$ cat config.mk
export PLATFORM = sky130hd
export DESIGN_NAME = cen_controller
export DESIGN_NICKNAME = d
export VERILOG_FILES = /design/src/rtl/cen_controller_pkg.sv /design/src/rtl/cen_controller_divider_unit.sv /design/src/rtl/cen_controller.sv
export SDC_FILE = /design/constraint.sdc
export NUM_CORES = 1
export LEC_CHECK = 0
export CAP_MARGIN = 5
export CELL_PAD_IN_SITES_DETAIL_PLACEMENT = 1
export CELL_PAD_IN_SITES_GLOBAL_PLACEMENT = 1
export CORE_MARGIN = 2
export CORE_UTILIZATION = 47
export DETAILED_ROUTE_END_ITERATION = 8
export GPL_ROUTABILITY_DRIVEN = 0
export PLACE_DENSITY = 0.91
export SYNTH_ARGS = -nofsm -noshare
export SYNTH_HDL_FRONTEND = slang
export SYNTH_HIERARCHICAL = 1
export SYNTH_SLANG_ARGS = --single-unit
$ cat constraint.sdc
create_clock -name clk -period 4.61 [get_ports clk]
set_input_delay 0.6915 -clock clk [delete_from_list [all_inputs] [get_ports clk]]
set_output_delay 0.6915 -clock clk [all_outputs]
set_load 0.02 [all_outputs]
$ cat src/rtl/cen_controller_pkg.sv
// Shared defaults and FSM state type for the four-channel frame-averaging controller.
package cen_controller_pkg;

  localparam int N_SAMPLES_DEF = 128;
  localparam int LOG2_N_DEF    = 7;
  localparam int DW_DEF        = 26;
  localparam int AW_DEF        = 40;
  localparam int N_CH          = 4;

  typedef enum logic [2:0] {
    ST_IDLE,
    ST_ACCUM,
    ST_DIVIDE,
    ST_WAIT,
    ST_HOLD
  } state_e;

endpackage

$ cat src/rtl/cen_controller_divider_unit.sv
// Shift-based divider: on enable, registers sum_k >> LOG2_N truncated to DW bits for all channels.
module cen_controller_divider_unit
  import cen_controller_pkg::*;
#(
  parameter int LOG2_N = LOG2_N_DEF,
  parameter int DW     = DW_DEF,
  parameter int AW     = AW_DEF
) (
  input  logic                       clk,
  input  logic                       rst_n,
  input  logic                       en,
  input  logic [N_CH-1:0][AW-1:0]    sum_in,
  output logic [N_CH-1:0][DW-1:0]    mean_out
);

  logic [N_CH-1:0][DW-1:0] mean_d;
  logic [N_CH-1:0][DW-1:0] mean_q;

  // NOTE: every variable written in always_comb gets a default first, so no path leaves it unassigned and no latch is inferred.
  always_comb begin
    mean_d = mean_q;
    if (en) begin
      for (int k = 0; k < N_CH; k++) begin
        mean_d[k] = DW'(sum_in[k] >> LOG2_N);
      end
    end
  end

  // NOTE: sequential state uses non-blocking assignments so all flops update together at the edge.
  always_ff @(posedge clk or negedge rst_n) begin
    if (!rst_n) begin
      mean_q <= '0;
    end else begin
      mean_q <= mean_d;
    end
  end

  assign mean_out = mean_q;

endmodule

$ cat src/rtl/cen_controller.sv
// Frame controller: accumulates N_SAMPLES four-channel sample sets, divides by shift, and holds
// the per-channel means until the consumer accepts them.
module cen_controller
  import cen_controller_pkg::*;
#(
  parameter int N_SAMPLES = N_SAMPLES_DEF,
  parameter int LOG2_N    = LOG2_N_DEF,
  parameter int DW        = DW_DEF,
  parameter int AW        = AW_DEF
) (
  input  logic          clk,
  input  logic          rst_n,
  input  logic          start,
  input  logic          in_valid,
  output logic          in_ready,
  input  logic [DW-1:0] x1,
  input  logic [DW-1:0] x2,
  input  logic [DW-1:0] x3,
  input  logic [DW-1:0] x4,
  output logic          mean_valid,
  input  logic          mean_ready,
  output logic [DW-1:0] mean1,
  output logic [DW-1:0] mean2,
  output logic [DW-1:0] mean3,
  output logic [DW-1:0] mean4,
  output logic          busy,
  output logic          done
);

  localparam int                CNT_W    = LOG2_N + 1;
  localparam logic [CNT_W-1:0]  CNT_LAST = CNT_W'(N_SAMPLES - 1);

  state_e state_q;
  logic   in_ready_q;
  logic   div_en_q;
  logic   mean_valid_q;
  logic   busy_q;

  logic [N_CH-1:0][AW-1:0] sum_d;
  logic [N_CH-1:0][AW-1:0] sum_q;
  logic [CNT_W-1:0]        cnt_d;
  logic [CNT_W-1:0]        cnt_q;
  logic [N_CH-1:0][DW-1:0] x_arr;
  logic [N_CH-1:0][DW-1:0] mean_arr;

  logic accept;
  logic frame_start;
  logic last_accept;
  logic hold_hs;

  assign x_arr       = {x4, x3, x2, x1};
  assign accept      = in_ready_q & in_valid;
  assign frame_start = (state_q == ST_IDLE) & start;
  assign last_accept = accept & (cnt_q == CNT_LAST);
  assign hold_hs     = mean_valid_q & mean_ready;

  always_comb begin
    sum_d = sum_q;
    cnt_d = cnt_q;
    if (frame_start) begin
      sum_d = '0;
      cnt_d = '0;
    end else if (accept) begin
      for (int k = 0; k < N_CH; k++) begin
        sum_d[k] = sum_q[k] + AW'(x_arr[k]);
      end
      cnt_d = cnt_q + 1'b1;
    end
  end

  // NOTE: the sum registers are reset explicitly; an aborted frame must never leak into the next one.
  always_ff @(posedge clk or negedge rst_n) begin
    if (!rst_n) begin
      sum_q <= '0;
      cnt_q <= '0;
    end else begin
      sum_q <= sum_d;
      cnt_q <= cnt_d;
    end
  end

  // Control FSM; outputs are registered alongside the state so they change with it.
  always_ff @(posedge clk or negedge rst_n) begin
    if (!rst_n) begin
      state_q      <= ST_IDLE;
      in_ready_q   <= 1'b0;
      div_en_q     <= 1'b0;
      mean_valid_q <= 1'b0;
      busy_q       <= 1'b0;
    end else begin
      case (state_q)
        ST_IDLE: begin
          if (start) begin
            state_q    <= ST_ACCUM;
            in_ready_q <= 1'b1;
            busy_q     <= 1'b1;
          end
        end
        ST_ACCUM: begin
          if (last_accept) begin
            state_q    <= ST_DIVIDE;
            in_ready_q <= 1'b0;
            div_en_q   <= 1'b1;
          end
        end
        ST_DIVIDE: begin
          state_q  <= ST_WAIT;
          div_en_q <= 1'b0;
        end
        ST_WAIT: begin
          state_q      <= ST_HOLD;
          mean_valid_q <= 1'b1;
        end
        ST_HOLD: begin
          if (mean_ready) begin
            state_q      <= ST_IDLE;
            mean_valid_q <= 1'b0;
            busy_q       <= 1'b0;
          end
        end
        default: begin
          state_q      <= ST_IDLE;
          in_ready_q   <= 1'b0;
          div_en_q     <= 1'b0;
          mean_valid_q <= 1'b0;
          busy_q       <= 1'b0;
        end
      endcase
    end
  end

  cen_controller_divider_unit #(
    .LOG2_N (LOG2_N),
    .DW     (DW),
    .AW     (AW)
  ) u_divider (
    .clk      (clk),
    .rst_n    (rst_n),
    .en       (div_en_q),
    .sum_in   (sum_q),
    .mean_out (mean_arr)
  );

  assign in_ready   = in_ready_q;
  assign mean_valid = mean_valid_q;
  assign busy       = busy_q;
  assign done       = hold_hs;
  assign mean1      = mean_arr[0];
  assign mean2      = mean_arr[1];
  assign mean3      = mean_arr[2];
  assign mean4      = mean_arr[3];

endmodule

# --- Yosys cells after proc, flatten, opt, wreduce, memory -nomap -nowiden ---
# Cells that the tools add are included.
word_totals:
  register_bits: 279
  in_bits: 109
  output_inout_bits: 108
  word_cells: 62
classes:
  add_sub_neg: 5
  eq_ne: 8
  mux: 16
  n_bitwise: 8
  reduce_logical: 11
op_table:
  columns: ["operator", "count"]
  rows:
  - ["160-bit two-way mux", 2]
  - ["40-bit by 26-bit adder with 40-bit output", 4]
  - ["8-bit two-way mux", 2]
  - ["3-bit case mux with 5 select lines", 1]
  - ["3-bit OR reduction", 4]
  - ["3-bit two-way mux", 3]
  - ["1-bit case mux with 3 select lines", 3]
  - ["3-bit AND reduction", 3]
  - ["8-bit by 1-bit adder with 8-bit output, second input constant", 1]
  - ["8-bit by 7-bit equality test with 1-bit output, second input constant", 1]
  - ["3-bit by 2-bit equality test with 1-bit output, second input constant", 2]
  - ["2-bit != test, second input constant", 3]
  - ["1-bit AND", 4]
  - ["1-bit two-way mux", 4]
  - ["1-bit inverter", 4]
  - ["2-bit AND reduction", 2]
  - ["3-bit by 1-bit equality test with 1-bit output, second input constant", 1]
  - ["3-bit equality test, second input constant", 1]
  - ["3-bit logical NOT", 1]
  - ["1-bit case mux with 2 select lines", 1]
  - ["2-bit nonzero test", 1]

# --- Logic depth before layout (Yosys ltp) ---
# Gate-level depths: netlist (run 1).
logic_depth:
  depth_word: 4
  mapped_depth: 11
  mapped_depth_nobuf: 11

# --- Modules after synthesis ---
# Netlist (run 1), hierarchy kept.
by_module_without_submodules:
  columns: ["mod", "instances", "cells_per_inst", "area_per_inst_um2", "seq_area_each_um2"]
  rows:
  - ["cen_controller", 1, 1592, 13083.8, 4379.2]
  - ["cen_controller_divider_unit", 1, 220, 4112.7, 2602.5]

# --- Worst setup path before layout (run 1) ---
# No wires, ideal clock.
synth_path:
  kind: "input to register"
  startpoint: "input port x1[0]"
  endpoint: "register sum_q[30] (netlist name)"
  setup_ns: 0.079
  t_arrival_ns: 2.879
  required_ns: 4.531
  path_slack_ns: 1.652
  path_stages: 11
  n_path_buf: 1
  path_cell_list: "ha_1 fa_1 a21o_1 a221o_1 a311o_1 nor4b_4 o21ai_2 nand2_2 buf_6 nand4_1 mux2i_1"
synth_via:
  elab_chain_len: 3
synth_lines:
  columns: ["element", "line_no", "source"]
  rows:
  - ["start, declared", "cen_controller.sv:16", "input logic [DW-1:0] x1,"]
  - ["40-bit by 26-bit adder with 40-bit output", "cen_controller.sv:65", "sum_d[k] = sum_q[k] + AW'(x_arr[k]);"]
  - ["160-bit two-way mux", "cen_controller.sv:63", "end else if (accept) begin"]
  - ["160-bit two-way mux", "cen_controller.sv:60", "if (frame_start) begin"]
  - ["end signal, assigned", "cen_controller.sv:77", "sum_q <= sum_d;"]
  - ["end, declared", "cen_controller.sv:40", "logic [N_CH-1:0][AW-1:0] sum_q;"]
# No other way between the ends. The select of a mux whose other input is x is not followed.
# A chain may end at the register's enable or synchronous reset.

# --- Worst setup path in the final report (run 1) ---
layout_path:
  startpoint: "input port x4[0]"
  endpoint: "register sum_q[148] (netlist name)"
layout_via:
  elab_chain_len: 3
layout_lines:
  columns: ["element", "line_no", "source"]
  rows:
  - ["start, declared", "cen_controller.sv:19", "input logic [DW-1:0] x4,"]
  - ["40-bit by 26-bit adder with 40-bit output", "cen_controller.sv:65", null]
  - ["160-bit two-way mux", "cen_controller.sv:63", null]
  - ["160-bit two-way mux", "cen_controller.sv:60", null]
# No other way between the ends. The select of a mux whose other input is x is not followed.

==> reports/metrics.cfg, run 1 <==
[routing]
wl_um = 50200
drt_iter0_drc = 652
route.detailed.vias_per_inst = 6.02
drt_pre_antenna_iters = 5
detailed_route_via_count = 13800
wl_per_instance_um = 21.9
route.antenna.remaining_nets = 0
drt_drc_violations_left = 0

[final_layout]
final_nets = 2042
drive_above_1_share_pct = 10.6
final-seq-area_um2 = 6280
fillCellCount = 3654
syn_to_final_growth_pct = 22.1
multi_input_logic_area_um2 = 8940
fin_util_pct = 58.5

[worst_setup_path]
timing.setup.critical_path_class = in2reg
r2r-start = sum_q[120]$_DFFE_PN0P_
critical_path_peak_fanout = 5
worst_r2r_path_depth = 11
cp_data_arrival_time_ns = 3.67
setup.worst_path.start_class = primary input
timing.critical_path.to_type = register
worst_ep_required_time_ns = 5.10
timing.reg2reg.setup_slack_ns = 1.61
crit-reg2reg-capture = sum_q[148]$_DFFE_PN0P_

[sta]
setup_tns_final_ns = 0
finalSetupViolations = 0
maxSlewHeadroom_pct = 23.5
grt_setup_unrepaired = false
layout_min_cycle_time_ns = 3.18
setup_ws_ns = 1.43
tightest_slew_ns = 1.15
fmaxAchievable_ghz = 0.314
finalCritPeriodShare_pct = 69.0
finalMaxSlewViolations = 0
fin_hold_ws_ns = 0.151
final-hold-violation-count = 0
skew_ns = 0.0128

[place]
dp_hpwl_um = 34400
place_ws_ns = 0.939
numPortBuffers = 216

[clocking]
numCtsBuffers = 29
clkLatencyLatePin_ns = 0.57
clock_transition_at_the_register_clock_pins_on_the_worst_setup_and_hold_paths_after_cts_ns = 0.07
cts-root-buf = clkbuf_16
post_cts_buffers = 0
htree_num_levels = 1
tritoncts = yes
cts_hold_buffers = 0
cts_buffer_depth = 3
tritoncts_num_sinks = 251
cts-resized-gates = 0

[global_routing]
wire_length_of_the_first_global_routing_pass_um = 81800
vias_in_the_first_global_route = 15300
grt_start_max_net_pins = 111
grt_remaining_overflow = 0
antenna_found_initial = 1
groute.usage.overall_pct = 28.6

[power]
report.power.total_mw = 11.3
cellLeakagePower_nw = 8.66
ir_worst_vdd_uv = 323
power_density_nw_per_um2 = 593

[run_status]
run_status = finished clean

[logic_synthesis]
synthesis.area_per_instance_um2 = 9.54
synthCells = 1642
syn-cell-area_um2 = 15700
number_of_nets_in_the_synthesized_netlist = 1860
synth_warnings = 6

[die]
fp.dieArea_um2 = 34800
placeableCoreArea_um2 = 32700
initial_standard_cell_utilization_of_the_core_pct = 47.9
io_pins = 217
core.rowCount = 66
die_w_um = 187
die_height_um = 187

[min_path]
hold_path.class = in2async

[run]
max-cap-violations = 0

## power by group
part           internal [mW]  total [mW]  switching, mW
clock network           1.44        2.44          0.994
registers               2.77        3.34          0.578
logic                   2.26        5.57           3.31
## worst max-delay path, stage by stage
cell and delay, ns:
clkdlybuf4s50_1 0.47, ha_1 0.19, inv_1 0.08, fa_1 0.41
nor2b_1 0.29, o31ai_2 0.14, a21oi_2 0.25, o31a_2 0.25
o2111ai_2 0.12, a21o_1 0.24, or3_1 0.37, a21oi_1 0.16
## sequential cells by signal, indices dropped and copies added, names as in the netlist
signal	cells
sum_q	132
u_divider/mean_out	104
cnt_q	8
state_q	3
busy	1
div_en_q	1
in_ready	1
mean_valid	1
## worst max path at each step
stage,startpoint,to,depth (start not counted)
floorplan,x1[0],sum_q[30]$_DFFE_PN0P_,11
finish,x4[0],sum_q[148]$_DFFE_PN0P_,12
global route,x4[0],sum_q[148]$_DFFE_PN0P_,12
CTS,x4[0],sum_q[148]$_DFFE_PN0P_,12
global placement,x1[0],sum_q[18]$_DFFE_PN0P_,11
detailed placement,x4[0],sum_q[148]$_DFFE_PN0P_,12
## area by class of cell
class,count,share of cell area [%]
Clock inverter,11,0.805
Sequential cell,251,32.9
Multi-Input combinational cell,1291,46.7
Antenna cell,1,0.0131
Inverter,25,0.491
Clock buffer,42,4.42
Timing Repair Buffer,226,11.8
Tap cell,442,2.89
## metrics by stage
stage          cell area (µm²)  std cells
4_1_cts                  19100       2288
6_report                 19100       2289
3_3_place_gp             18100       2235
3_5_place_dp             18100       2235
2_1_floorplan            15700       1642
5_1_grt                  19100       2289
## per-layer routing
layer | global-route usage [%] | vias to the layer above | wire (µm)
li1 | - | 6268 | -
met1 | 35.1 | 6955 | 20700
met2 | 50.1 | 411 | 25100
met3 | 3.89 | 142 | 2180
met4 | 12.7 | 0 | 2220
met5 | 0 | - | 0
## layout by cell type (no fill, tap or decap), types with 6 or more instances in the layout
cell type          n
nor2_1           102
a21o_1            46
o21ai_0           84
nor3_1            24
mux2_2            44
buf_4              9
nand2b_1           9
and3_1            21
clkbuf_1           6
o21a_1             9
xnor2_1           50
mux2_4            60
ha_1             105
and4_1             7
o211ai_1           9
o21bai_1          11
a31oi_1           11
and2_1             9
clkbuf_8           7
a21oi_1          189
nor3b_1            6
o21ai_1           25
nand4_1           16
xor2_1            43
a211oi_1          21
nor2b_1            8
nand3_1           36
or3_1             20
inv_1             25
dfrtp_1          250
a211o_1            6
clkdlybuf4s50_1  215
clkbuf_16         29
nand2_1          231
Note: power is estimated with default switching activity, not from simulation.
==> run 2, diff against run 1 <==
CORE_UTILIZATION = 40   (was 47)
PLACE_DENSITY = 0.83   (was 0.91)
clock period = 2.9 ns   (was 4.61 ns; I/O delays follow)
==> run 2 against run 1 <==
  * Routed wire length increased by 2.1%
  * Non-clock buffer count increased by 141
  * Clock skew increased by 0.022 ns
  * Sequential share of layout area decreased by 2.1 points
  * Cell count increased by 9.6%
  * Clock-buffer cell count decreased by 3
  * Die area increased by 17%
  * Sequential power increased by 58%
  * Via count increased by 1.6%
  * Worst hold slack improved by 0.27 ns
  * First-iteration DRC count decreased by 6.9%
  * Global-route usage decreased by 3.5 points
  * Largest power group unchanged
==> reports/metrics.cfg, run 2 (synthesis gave the netlist of run 1 again) <==
[die]
io_pins = 217  ; unchanged
initial_standard_cell_utilization_of_the_core_pct = 40.5  ; -7.4 points
placeableCoreArea_um2 = 38600  ; +18%
die_w_um = 202  ; +8.2%
fp.dieArea_um2 = 40800  ; +17%
die_height_um = 202  ; +8.2%
core.rowCount = 72  ; +9.1%

[run]
max-cap-violations = 0  ; unchanged

[clocking]
post_cts_buffers = 0  ; unchanged
htree_num_levels = 1  ; unchanged
tritoncts = yes
cts-root-buf = clkbuf_16
cts_buffer_depth = 3  ; unchanged
clock_transition_at_the_register_clock_pins_on_the_worst_setup_and_hold_paths_after_cts_ns = 0.06  ; about the same
numCtsBuffers = 30  ; +3.4%
tritoncts_num_sinks = 251  ; unchanged
clkLatencyLatePin_ns = 0.60  ; +0.03 ns

[final_layout]
final_nets = 2184  ; +7.0%
postLayoutCellArea_um2 = 20400  ; +6.9%
fillCellCount = 4294  ; +18%
top_register = sum_q
layout.cells.most_common_list = dfrtp_1 (250), nand2_1 (231), clkdlybuf4s50_1 (215)
drive_above_1_share_pct = 17.4  ; +6.8 points
largest_register_ffs = 132  ; unchanged
mostFrequentLayoutCell = dfrtp_1
syn_to_final_growth_pct = 30.5
layout.cells.non_filler = 2509  ; +9.6%

[global_routing]
grt_remaining_overflow = 0  ; unchanged
antenna_found_initial = 1  ; unchanged
grt_start_max_net_pins = 78  ; -30%
groute.usage.overall_pct = 25.0  ; -3.5 points
vias_in_the_first_global_route = 15600  ; +1.6%
wire_length_of_the_first_global_routing_pass_um = 83300  ; +1.9%

[routing]
detailed_route_via_count = 14000  ; +1.6%
wl_um = 51200  ; +2.1%
drt_iter0_drc = 607  ; -6.9%
route.antenna.remaining_nets = 0  ; unchanged
drt_pre_antenna_iters = 5  ; unchanged
wl_per_instance_um = 20.4  ; -6.9%
drt_drc_violations_left = 0  ; unchanged
route.detailed.vias_per_inst = 5.58  ; -7.3%

[sta]
layout_min_cycle_time_ns = 2.77
finalCritPeriodShare_pct = 95.5
grt_setup_unrepaired = false
finalMaxSlewViolations = 0  ; unchanged
final-hold-violation-count = 0  ; unchanged
finalSetupViolations = 0  ; unchanged
setup_ws_ns = 0.131  ; -1.30 ns
tightest_slew_ns = 0.762  ; -0.383 ns
maxSlewHeadroom_pct = 49.1  ; +26 points
fmaxAchievable_ghz = 0.361
skew_ns = 0.0349  ; +0.0221 ns

[power]
intPower_mw = 11.5  ; +78%
power.switching_fraction_pct = 40.6  ; -2.4 points
p_clk_share_pct = 21.5  ; about the same
ir_worst_vdd_uv = 563  ; +74%
pwr-share-comb_pct = 51.3  ; +2.2 points
register_share_of_total_power_pct = 27.2  ; -2.3 points
power_density_nw_per_um2 = 949  ; +60%
cellLeakagePower_nw = 9.41  ; +8.7%
netSwitchingPower_mw = 7.89  ; +62%

[worst_setup_path]
timing.setup.critical_path_class = reg2reg
crit_chain = ha_2 > fa_2 > a21o_1 > a221o_1 > a311o_1 > nor4b_4 > o21ai_2 > nand2_2 > nand4_1 > mux2i_1
worst_path_largest_cell_delay_ns = 0.40  ; -0.07 ns
setup.worst_path.start_class = register
cp_data_arrival_time_ns = 3.26  ; -0.41 ns
cell_at_the_slowest_stage_of_the_critical_path = dfrtp_1
worst_ep_required_time_ns = 3.39  ; -1.71 ns
critical_path_peak_fanout = 5  ; unchanged
timing.critical_path.to_type = register

[run_status]
run_status = finished clean

[place]
place_area_um2 = 19300  ; +6.5%
dp_cells = 2451  ; +9.7%
place_ws_ns = -0.464  ; -1.40 ns
numPortBuffers = 216  ; unchanged
dp_hpwl_um = 37100  ; +8.0%

[min_path]
hold_path.class = in2async

-- run 2: repair_timing --
item                       CTS  global route
hold endpoints to repair    72             0
gates resized for setup      0             7
setup endpoints to repair    0            12
hold buffers                 1             0
-- run 2: critical path: cells and delay by family (launching register included) --
kind            cells  cell delay, ns
compound gates      4            1.14
fa+ha+maj           2            0.56
flops               1            0.40
mux                 1            0.19
simple gates        3            0.40
-- run 2: metrics by stage --
stage	utilization, %	hold WS, ns	power, mW	setup TNS (ns)
global placement	50.0	0.468	14.4	-7.57
finish	52.9	0.425	19.4	0
CTS	52.8	0.437	19.4	0
global route	52.9	0.466	20.8	0
floorplan	-	0.139	11.5	0
detailed placement	50.0	0.484	15.0	-13.15
-- run 2: worst paths after layout --
| kind | from | endpoint | slack (ns) | cells past startpoint |
|---|---|---|---|---|
| setup / recovery | sum_q[0]$_DFFE_PN0P_ | sum_q[30]$_DFFE_PN0P_ | 0.13 | 10 |
| hold / removal | rst_n | u_divider/mean_out[64]$_DFFE_PN0P_ | 0.42 | 2 |
| setup reg to reg | sum_q[0]$_DFFE_PN0P_ | sum_q[30]$_DFFE_PN0P_ | 0.13 | 10 |
| hold reg to reg | u_divider/mean_out[5]$_DFFE_PN0P_ | u_divider/mean_out[5]$_DFFE_PN0P_ | 0.50 | 1 |
| max in group asynchronous | rst_n | div_en_q$_DFFE_PN0P_ | 1.56 | 3 |
| min in group clk | u_divider/mean_out[5]$_DFFE_PN0P_ | u_divider/mean_out[5]$_DFFE_PN0P_ | 0.50 | 1 |
-- run 2: cell type report --
type                            instances  area, µm²  area share (%)
Multi-Input combinational cell       1291       8970            43.9
Inverter                               25       93.8           0.459
Sequential cell                       251       6280            30.7
Antenna cell                            1       2.50          0.0122
Tap cell                              518        648            3.17
Timing Repair Buffer                  367       3350            16.4
Clock buffer                           39        845            4.13
Clock inverter                         17        251            1.23
-- run 2: per-layer routing --
metal / share of wire (%) / track usage (%)
met5: 0 / 0
met1: 43 / 31.1
met3: 3.7 / 3.47
met4: 2.6 / 7.96
met2: 51 / 44.8
-- run 2: power by group through the flow --
stage | clock network, mW | logic [mW] | registers (mW)
2_1_floorplan | 0 | 6.55 | 4.98
3_3_place_gp | 0 | 9.14 | 5.24
3_5_place_dp | 0 | 9.69 | 5.32
4_1_cts | 4.28 | 9.87 | 5.27
5_1_grt | 4.40 | 11.0 | 5.39
6_report | 4.18 | 9.95 | 5.28
==> run 3, diff against run 2 <==
TNS_END_PERCENT = 100   (was default)
==> results of run 3 <==
Same layout as run 2: the final DEF is identical, and so are final timing and power.
==> patch: new RTL, config.mk and constraints of run 3 <==
Set the package constant `DW_DEF` to 13 (it was 26).
--- a/src/rtl/cen_controller_pkg.sv
+++ b/src/rtl/cen_controller_pkg.sv
@@ -3,7 +3,7 @@
 
   localparam int N_SAMPLES_DEF = 128;
   localparam int LOG2_N_DEF    = 7;
-  localparam int DW_DEF        = 26;
+  localparam int DW_DEF        = 13;
   localparam int AW_DEF        = 40;
   localparam int N_CH          = 4;
 
Ports: changed (8 resized); port bits go from 217 to 113. No check against the original RTL was run, so the function may have changed too.
==> patch against run 3 <==
- area after synthesis is 44% lower
- cell count is 49% lower
- sequential cell count fell by 104
- routed wire length shrank 56%
- utilization shrank 3.1 points
- final area fell by 47%
- power fell by 43%
- setup slack better by 0.084 ns
- critical path type is now in -> reg
- largest power group unchanged
==> patch: results (changes against run 3) <==
Run status
  – Status: complete, no violations

GRT
  – Overall routing resource usage: 20.1% (-4.9 points)
  – Largest net degree at the start of global routing: 89 (+14%)
  – Number of global-route vias before repair: 7583 (-51%)
  – First-pass GRT wire length: 38.3 mm (-54%)
  – Met2 Usage GRT: 35.6% (-9.2 points)
  – Initial antenna violation count: 0 (-1)
  – GR Layer Usage met1: 24.8% (-6.3 points)
  – Met3 Resource Use GR: 3.59% (+0.13 points)

Clocking
  – H-tree lvl count: 4 (+3)
  – Max Root-Sink Buffers: 2 (-1)
  – Clock root buffer: clkbuf_16
  – Clock slew at reported path FFs: 0.06 ns (about the same)
  – Worst skew pair latency: 0.44 ns (-0.16 ns)
  – CTS buffer count: 17 (-43%)

Cells and area
  – Fillers: 2446 (-43%)
  – Share of cells above drive strength 1: 13.1% (-4.3 points)
  – Top reg by flops: sum_q
  – Largest register FFs: 80 (-39%)
  – Area of the multi-input gates: 4710 um^2 (-47%)
  – Diodes inserted: 0 (-1)
  – NumNets Final: 1093 (-50%)

Setup path
  – Crit path largest cell delay: 0.42 ns (+0.02 ns)
  – CP Max Fanout: 3 (-2)
  – Crit path max-delay family: compound AO/OA/AOI/OAI gates
  – Slowest-stage cell, CP: fa_1
  – Worst Path Arrival: 3.00 ns (-0.26 ns)

Placement
  – Placed cells: 1239 (-49%)
  – Post-DP HPWL: 15.9 mm (-57%)
  – Number of port buffers: 112 (-48%)
  – Placed Instance Area: 10200 um^2 (-47%)
  – Pre-CTS setup slack: -0.200 ns (+0.264 ns)

Synthesis
  – YS warnings: 6 (unchanged)
  – Synthesized area per cell: 10.0 um^2 (+5.1%)
  – Syn Nets: 987 (-47%)

Route
  – DRT iter0 DRCs: 235 (-61%)
  – Drt total wl: 22.7 mm (-56%)
  – Routed Antenna Nets: 0 (unchanged)
  – Vias: 7029 (-50%)
  – DR pass1 iterations: 6 (+1)
  – Avg WL per Cell: 17.9 um (-12%)

Timing
  – Layout Skew: 0.0107 ns (-0.0242 ns)
  – Slew headroom: 53.4% (+4.3 points)

Power
  – Maximum VDD drop: 449 uV (-20%)
  – Pleak: 4.85 nW (-49%)

Min path
  – HP Class: in -> async
-- patch: where the power goes --
group          switching, W  internal [W]  leakage, nW
sequential         0.000719       0.00279         1.85
clock              0.000925       0.00135        0.274
combinational       0.00263       0.00269         2.72
total               0.00427       0.00683         4.85
-- patch: layout make-up --
class / instances / area share (%)
inverter: 17 / 0.592
clock buffer: 18 / 3.98
timing repair buffer: 141 / 12.8
multi-input combinational: 655 / 43.7
clock inverter: 13 / 1.49
sequential: 147 / 34.2
tap: 280 / 3.25
-- patch: routing by layer --
layer | share of wire (%) | wire (um)
met1 | 44 | 10100
met2 | 51 | 11500
met3 | 2.8 | 642
met4 | 2.1 | 467
met5 | 0 | 0
-- patch: metrics by stage --
step                      total power [W]  hold slack (ns)
after floorplan                   0.00724            0.139
after global placement            0.00854            0.333
after detailed placement          0.00882            0.328
after CTS                          0.0112            0.452
after global routing               0.0119            0.459
final                              0.0111            0.443
-- patch: repair_timing --
action	4_1_cts	5_1_grt
endpoints found under the hold margin	26	0
buffers inserted	0	0
endpoints found under the setup margin	0	1
hold buffers	1	0
gates resized for setup	0	1
-- patch: worst paths after layout --
kind | cells after the start | start | end | slack (ns)
setup reg to reg | 9 | sum_q[120] | sum_q[132] | 0.25
min in group clk | 1 | u_divider/mean_out[0] | u_divider/mean_out[0] | 0.51
max in group asynchronous | 3 | rst_n | div_en_q | 1.66
hold / removal | 2 | rst_n | sum_q[85] | 0.44
setup / recovery | 10 | x4[0] | sum_q[132] | 0.21
hold reg to reg | 1 | u_divider/mean_out[0] | u_divider/mean_out[0] | 0.51
